--- config.mk ---
export PLATFORM = sky130hd
export DESIGN_NAME = cpu_clk_ctrl
export DESIGN_NICKNAME = d
export VERILOG_FILES = /design/src/rtl/cpu_clk_ctrl.sv
export SDC_FILE = /design/constraint.sdc
export NUM_CORES = 1
export LEC_CHECK = 0
export ABC_AREA = 1
export BUFFER_PORTS_ARGS = -buffer_cell sky130_fd_sc_hd__clkbuf_2
export CORE_MARGIN = 8
export CORE_UTILIZATION = 51
export CTS_CLUSTER_SIZE = 25
export DETAILED_ROUTE_END_ITERATION = 12
export PLACE_DENSITY = 0.7
export SETUP_SLACK_MARGIN = 0.15
export SLEW_MARGIN = 10
export SYNTH_ARGS = -nofsm -noshare
export SYNTH_HDL_FRONTEND = slang
export SYNTH_SLANG_ARGS = --single-unit
--- constraint.sdc ---
create_clock -name clk -period 2 [get_ports clk]
set_input_delay 0.1 -clock clk [delete_from_list [all_inputs] [get_ports clk]]
set_output_delay 0.1 -clock clk [all_outputs]
set_load 0.005 [all_outputs]
--- src/rtl/cpu_clk_ctrl.sv ---
// cpu_clk_ctrl: derives a one-cycle CPU clock-enable pulse from the system
// clock. Supports fast run, slow run, debounced single-step and halt modes.
// Mode changes take effect only on period boundaries, or immediately from
// step/halt, so the CPU never sees a truncated or doubled enable period.
module cpu_clk_ctrl #(
    parameter int FAST_DIV   = 4,
    parameter int SLOW_DIV   = 134217728,
    parameter int DEB_CYCLES = 1000000
) (
    input  logic        clk,
    input  logic        rst,
    input  logic [1:0]  mode,
    input  logic        step_btn,
    output logic        cpu_ce,
    output logic [1:0]  active_mode,
    output logic [31:0] ce_count,
    output logic        btn_level
);

    localparam int MAX_DIV = (FAST_DIV > SLOW_DIV) ? FAST_DIV : SLOW_DIV;
    localparam int DIV_W   = $clog2(MAX_DIV);
    localparam int DEB_W   = $clog2(DEB_CYCLES);

    localparam logic [DIV_W-1:0] FAST_LAST = DIV_W'(FAST_DIV - 1);
    localparam logic [DIV_W-1:0] SLOW_LAST = DIV_W'(SLOW_DIV - 1);
    localparam logic [DEB_W-1:0] DEB_LAST  = DEB_W'(DEB_CYCLES - 1);

    // State encoding matches the mode switch encoding, so the synchronized
    // mode can be used directly as the target state.
    typedef enum logic [1:0] {
        RUN_FAST  = 2'b00,
        RUN_SLOW  = 2'b01,
        STEP_WAIT = 2'b10,
        HALT      = 2'b11
    } state_t;

    // Synchronizer flops
    logic [1:0]       mode_meta_reg;
    logic [1:0]       mode_s_reg;
    logic             btn_meta_reg;
    logic             btn_s_reg;

    // Debounce
    logic [DEB_W-1:0] deb_cnt_reg;
    logic [DEB_W-1:0] deb_cnt_next;
    logic             btn_level_reg;
    logic             btn_level_next;
    logic             btn_prev_reg;

    // Core FSM and divider
    state_t           state_reg;
    state_t           state_next;
    state_t           mode_state;
    logic [DIV_W-1:0] div_cnt_reg;
    logic [DIV_W-1:0] div_cnt_next;
    logic [DIV_W-1:0] div_last;
    logic             cpu_ce_reg;
    logic             cpu_ce_next;
    logic             step_arm_reg;
    logic             step_arm_next;
    logic             btn_rise;
    logic [31:0]      ce_count_reg;
    logic [31:0]      ce_count_next;

    // Two-flop synchronizers for the asynchronous switch and button inputs
    always_ff @(posedge clk) begin
        if (rst) begin
            mode_meta_reg <= 2'b00;
            mode_s_reg    <= 2'b00;
            btn_meta_reg  <= 1'b0;
            btn_s_reg     <= 1'b0;
        end else begin
            mode_meta_reg <= mode;
            mode_s_reg    <= mode_meta_reg;
            btn_meta_reg  <= step_btn;
            btn_s_reg     <= btn_meta_reg;
        end
    end

    // Debounce: accept a new button level only after it has held DEB_CYCLES cycles
    always_comb begin
        deb_cnt_next   = deb_cnt_reg;
        btn_level_next = btn_level_reg;
        if (btn_s_reg == btn_level_reg) begin
            deb_cnt_next = '0;
        end else if (deb_cnt_reg == DEB_LAST) begin
            btn_level_next = btn_s_reg;
            deb_cnt_next   = '0;
        end else begin
            deb_cnt_next = deb_cnt_reg + 1'b1;
        end
    end

    assign mode_state = state_t'(mode_s_reg);
    assign div_last   = (state_reg == RUN_SLOW) ? SLOW_LAST : FAST_LAST;
    assign btn_rise   = btn_level_reg & ~btn_prev_reg;

    // Next-state, divider and pulse generation
    always_comb begin
        state_next    = state_reg;
        div_cnt_next  = div_cnt_reg;
        cpu_ce_next   = 1'b0;
        // The arm flag is only set after a full cycle spent in STEP_WAIT, so a
        // level rise that happened before entry can never fire a step.
        step_arm_next = (state_reg == STEP_WAIT);
        case (state_reg)
            RUN_FAST, RUN_SLOW: begin
                if (div_cnt_reg == div_last) begin
                    // Boundary: pulse under the old mode, then switch if requested
                    div_cnt_next = '0;
                    cpu_ce_next  = 1'b1;
                    state_next   = mode_state;
                end else begin
                    div_cnt_next = div_cnt_reg + 1'b1;
                end
            end
            STEP_WAIT: begin
                div_cnt_next = '0;
                // A mode change wins over a simultaneous step edge
                if (mode_state != STEP_WAIT) begin
                    state_next = mode_state;
                end else if (btn_rise && step_arm_reg) begin
                    cpu_ce_next = 1'b1;
                end
            end
            HALT: begin
                div_cnt_next = '0;
                if (mode_state != HALT) begin
                    state_next = mode_state;
                end
            end
            default: begin
                state_next   = RUN_FAST;
                div_cnt_next = '0;
            end
        endcase
    end

    // Pulse counter wraps naturally at 32 bits
    always_comb begin
        ce_count_next = ce_count_reg;
        if (cpu_ce_reg) begin
            ce_count_next = ce_count_reg + 32'd1;
        end
    end

    // State registers for FSM, divider, debounce and counter
    always_ff @(posedge clk) begin
        if (rst) begin
            state_reg     <= RUN_FAST;
            div_cnt_reg   <= '0;
            cpu_ce_reg    <= 1'b0;
            step_arm_reg  <= 1'b0;
            deb_cnt_reg   <= '0;
            btn_level_reg <= 1'b0;
            btn_prev_reg  <= 1'b0;
            ce_count_reg  <= 32'd0;
        end else begin
            state_reg     <= state_next;
            div_cnt_reg   <= div_cnt_next;
            cpu_ce_reg    <= cpu_ce_next;
            step_arm_reg  <= step_arm_next;
            deb_cnt_reg   <= deb_cnt_next;
            btn_level_reg <= btn_level_next;
            btn_prev_reg  <= btn_level_reg;
            ce_count_reg  <= ce_count_next;
        end
    end

    assign cpu_ce      = cpu_ce_reg;
    assign active_mode = state_reg;
    assign ce_count    = ce_count_reg;
    assign btn_level   = btn_level_reg;

endmodule

==> metrics.yaml <==
status: "finished, final reports clean"
antenna_found_initial: 0
hold_path_class: "in -> reg"
yosysWarningCount: 0
power_switching_mw: 0.7456
whs_ps: 156.7
drc: 0
rsz0062_at_grt: "yes"
dp_hpwl_um: 7850
tightest_slew_ps: 391.9
crit_type: "reg -> reg"
via_count: 4269
drtIter0Drc: 172
initial_core_util_pct: 51.43
cts_tree: "built"
cap_violations: 0
std_cell_rows: 35
worstSkewPairLatency_ps: 360
die_area_mm2: 0.01240
clockBufferDepth: 2
p_leak_nw: 1.963
firstDrtPassIters: 4
slew_headroom_pct: 73.67
vdd_drop_max_uv: 374.2
yosysSeqAreaShare_pct: 39.27
setup_ws_ps: 269.3
syn_nets: 664
multiInputGateArea_mm2: 0.002461
post_drt_wl_per_cell_um: 12.75
io_pins: 41
wl_um: 10520
cp_max_fo: 10
clock.fmax_mhz: 577.8
io_buffers: 40
diodes: 0
cp.arrival_ps: 1970
ys_types: 42
syn_avg_cell_area_um2: 7.072
finalSetupTns_ps: 0
syn_area_mm2: 0.004639
internal-power_mw: 2.579
finalClockSkew_ps: 10.41
core_mm2: 0.009021
end_kind: "flip-flop"
cts_buffers: 9
clock-sinks: 91
htree_levels: 3
die_h_um: 111.4
slew_violations: 0
path_clk_slew_ps: 90
grt_max_degree: 28
p_comb_share_pct: 3.7
required_ps: 2240
fill_cells: 885
yosys_register_bits: 91
synth-edff-count: 0
pre_cts_ws_ps: 177.2
cellPowerDensity_mw_per_mm2: 634.4
swShare_pct: 22.43
nNetsFinal: 717
period_share_pct: 86.53
regArea_mm2: 0.001826
ys.flop_type: "dfxtp_1"
grt_pass1_vias: 4185
ant_nets: 0
setup_violations: 0
drive_above_1_share_pct: 16.81
cp-start-kind: "flip-flop"
fin_crit_ps: 1731
p_clk_share_pct: 40.7
synth_cells: 656
timing.final.hold_violations: 0
clockRootBuffer: "clkbuf_8"
grt_pass1_wl_um: 18120
vias_per_cell: 5.175
gr-usage-all-layers_pct: 16.91
largest_register_ffs: 32
synthArstFlopShare_pct: 0
grt.overflow.total: 0
p_seq_share_pct: 55.6
gp_congestion: 0.8852
areaGrowthSynthToFinish_pct: 12.95
die_w_um: 111.4
[kinds of logic after synthesis]
group	share of synthesized area [%]
buffers and inverters	7.848
XOR/XNOR	4.531
flip-flops	39.27
AO/OA/AOI/OAI	7.120
AND/OR/NAND/NOR	40.43
adder cells (fa/ha/maj)	0.8091
[placed cells by master, fill, tap and decap left out, types with 7 or more instances in the layout]
cell type / netlist / routed
nand3_1: 35 / 35
or2_2: 7 / 7
nand2_1: 131 / 131
buf_4: 3 / 7
inv_1: 76 / 76
xor2_1: 19 / 19
nor2_1: 110 / 109
nand2_2: 8 / 8
clkbuf_8: 0 / 9
a21oi_1: 37 / 37
nor2_4: 8 / 8
o21ai_0: 16 / 14
nor2_2: 7 / 8
clkbuf_2: 0 / 40
nor3_1: 27 / 26
nand4_1: 23 / 23
nor3_2: 6 / 7
dfxtp_1: 91 / 88
[through the flow]
step,utilization (%),power (mW),cell area (um2),cells
after CTS,57.67,3.360,5202,822
after detailed placement,54.94,2.007,4956,803
after global routing,58.09,3.461,5240,825
final,58.09,3.324,5240,825
after global placement,54.94,2.003,4956,803
after floorplan,-,1.978,4639,656
[layer usage]
metal / vias up / routed length [um] / global-route usage, %
met1: 1960 / 4793 / 19.45
met5: - / 0 / 0
met2: 77 / 5183 / 29.95
li1: 2217 / - / -
met3: 15 / 381 / 3.763
met4: 0 / 163 / 5.956
[timing repair]
item / in CTS / in global routing
buffers inserted: 0 / 1
resized for setup: 0 / 12
hold buffers: 3 / 0
hold endpoints to repair: 3 / 0
setup endpoints to repair: 0 / 22
[power groups by stage]
stage                     combinational [mW]  clock [mW]  sequential, mW
after floorplan                       0.0923           0            1.89
after global placement                 0.114           0            1.89
after detailed placement               0.117           0            1.89
after CTS                              0.123        1.39            1.85
after global routing                   0.142        1.47            1.85
final                                  0.124        1.35            1.85
[critical path, cell delays in order, from the launching register on]
cell and delay, ps:
dfxtp_2 370, ha_1 200, nand2_1 70, inv_1 80, nand2_1 110, nor3_2 150
nand4_1 140, o211ai_1 230, buf_6 210, a21oi_1 60
[cell type report]
cell class / count / share of cell area, %
clock buffer: 10 / 2.436
timing repair buffer: 51 / 5.611
multi-input combinational: 475 / 46.97
sequential: 91 / 34.84
tap: 111 / 2.650
inverter: 81 / 5.802
clock inverter: 6 / 1.695
[final timing paths]
kind / startpoint / end / slack [ps] / cells after the start
setup / recovery: deb_cnt_reg[0]$_SDFF_PP0_ / deb_cnt_reg[11]$_SDFF_PP0_ / 270 / 9
hold / removal: rst / ce_count[24]$_SDFFE_PP0P_ / 160 / 2
setup reg to reg: deb_cnt_reg[0]$_SDFF_PP0_ / deb_cnt_reg[11]$_SDFF_PP0_ / 270 / 9
hold reg to reg: mode_meta_reg[0]$_SDFF_PP0_ / mode_s_reg[0]$_SDFF_PP0_ / 410 / 2
[Yosys cell counts, types with 6 or more instances]
master	instances	area, um2
nand2_1	131	491.7
nor2_1	110	412.9
dfxtp_1	91	1822
inv_1	76	285.3
a21oi_1	37	185.2
nand3_1	35	175.2
nor3_1	27	135.1
nand4_1	23	143.9
xor2_1	19	166.4
o21ai_0	16	80.08
nand2_2	8	50.05
nor2_4	8	90.09
nor2_2	7	43.79
or2_2	7	43.79
nor3_2	6	60.06
Note: power is estimated with default switching activity, not from simulation.
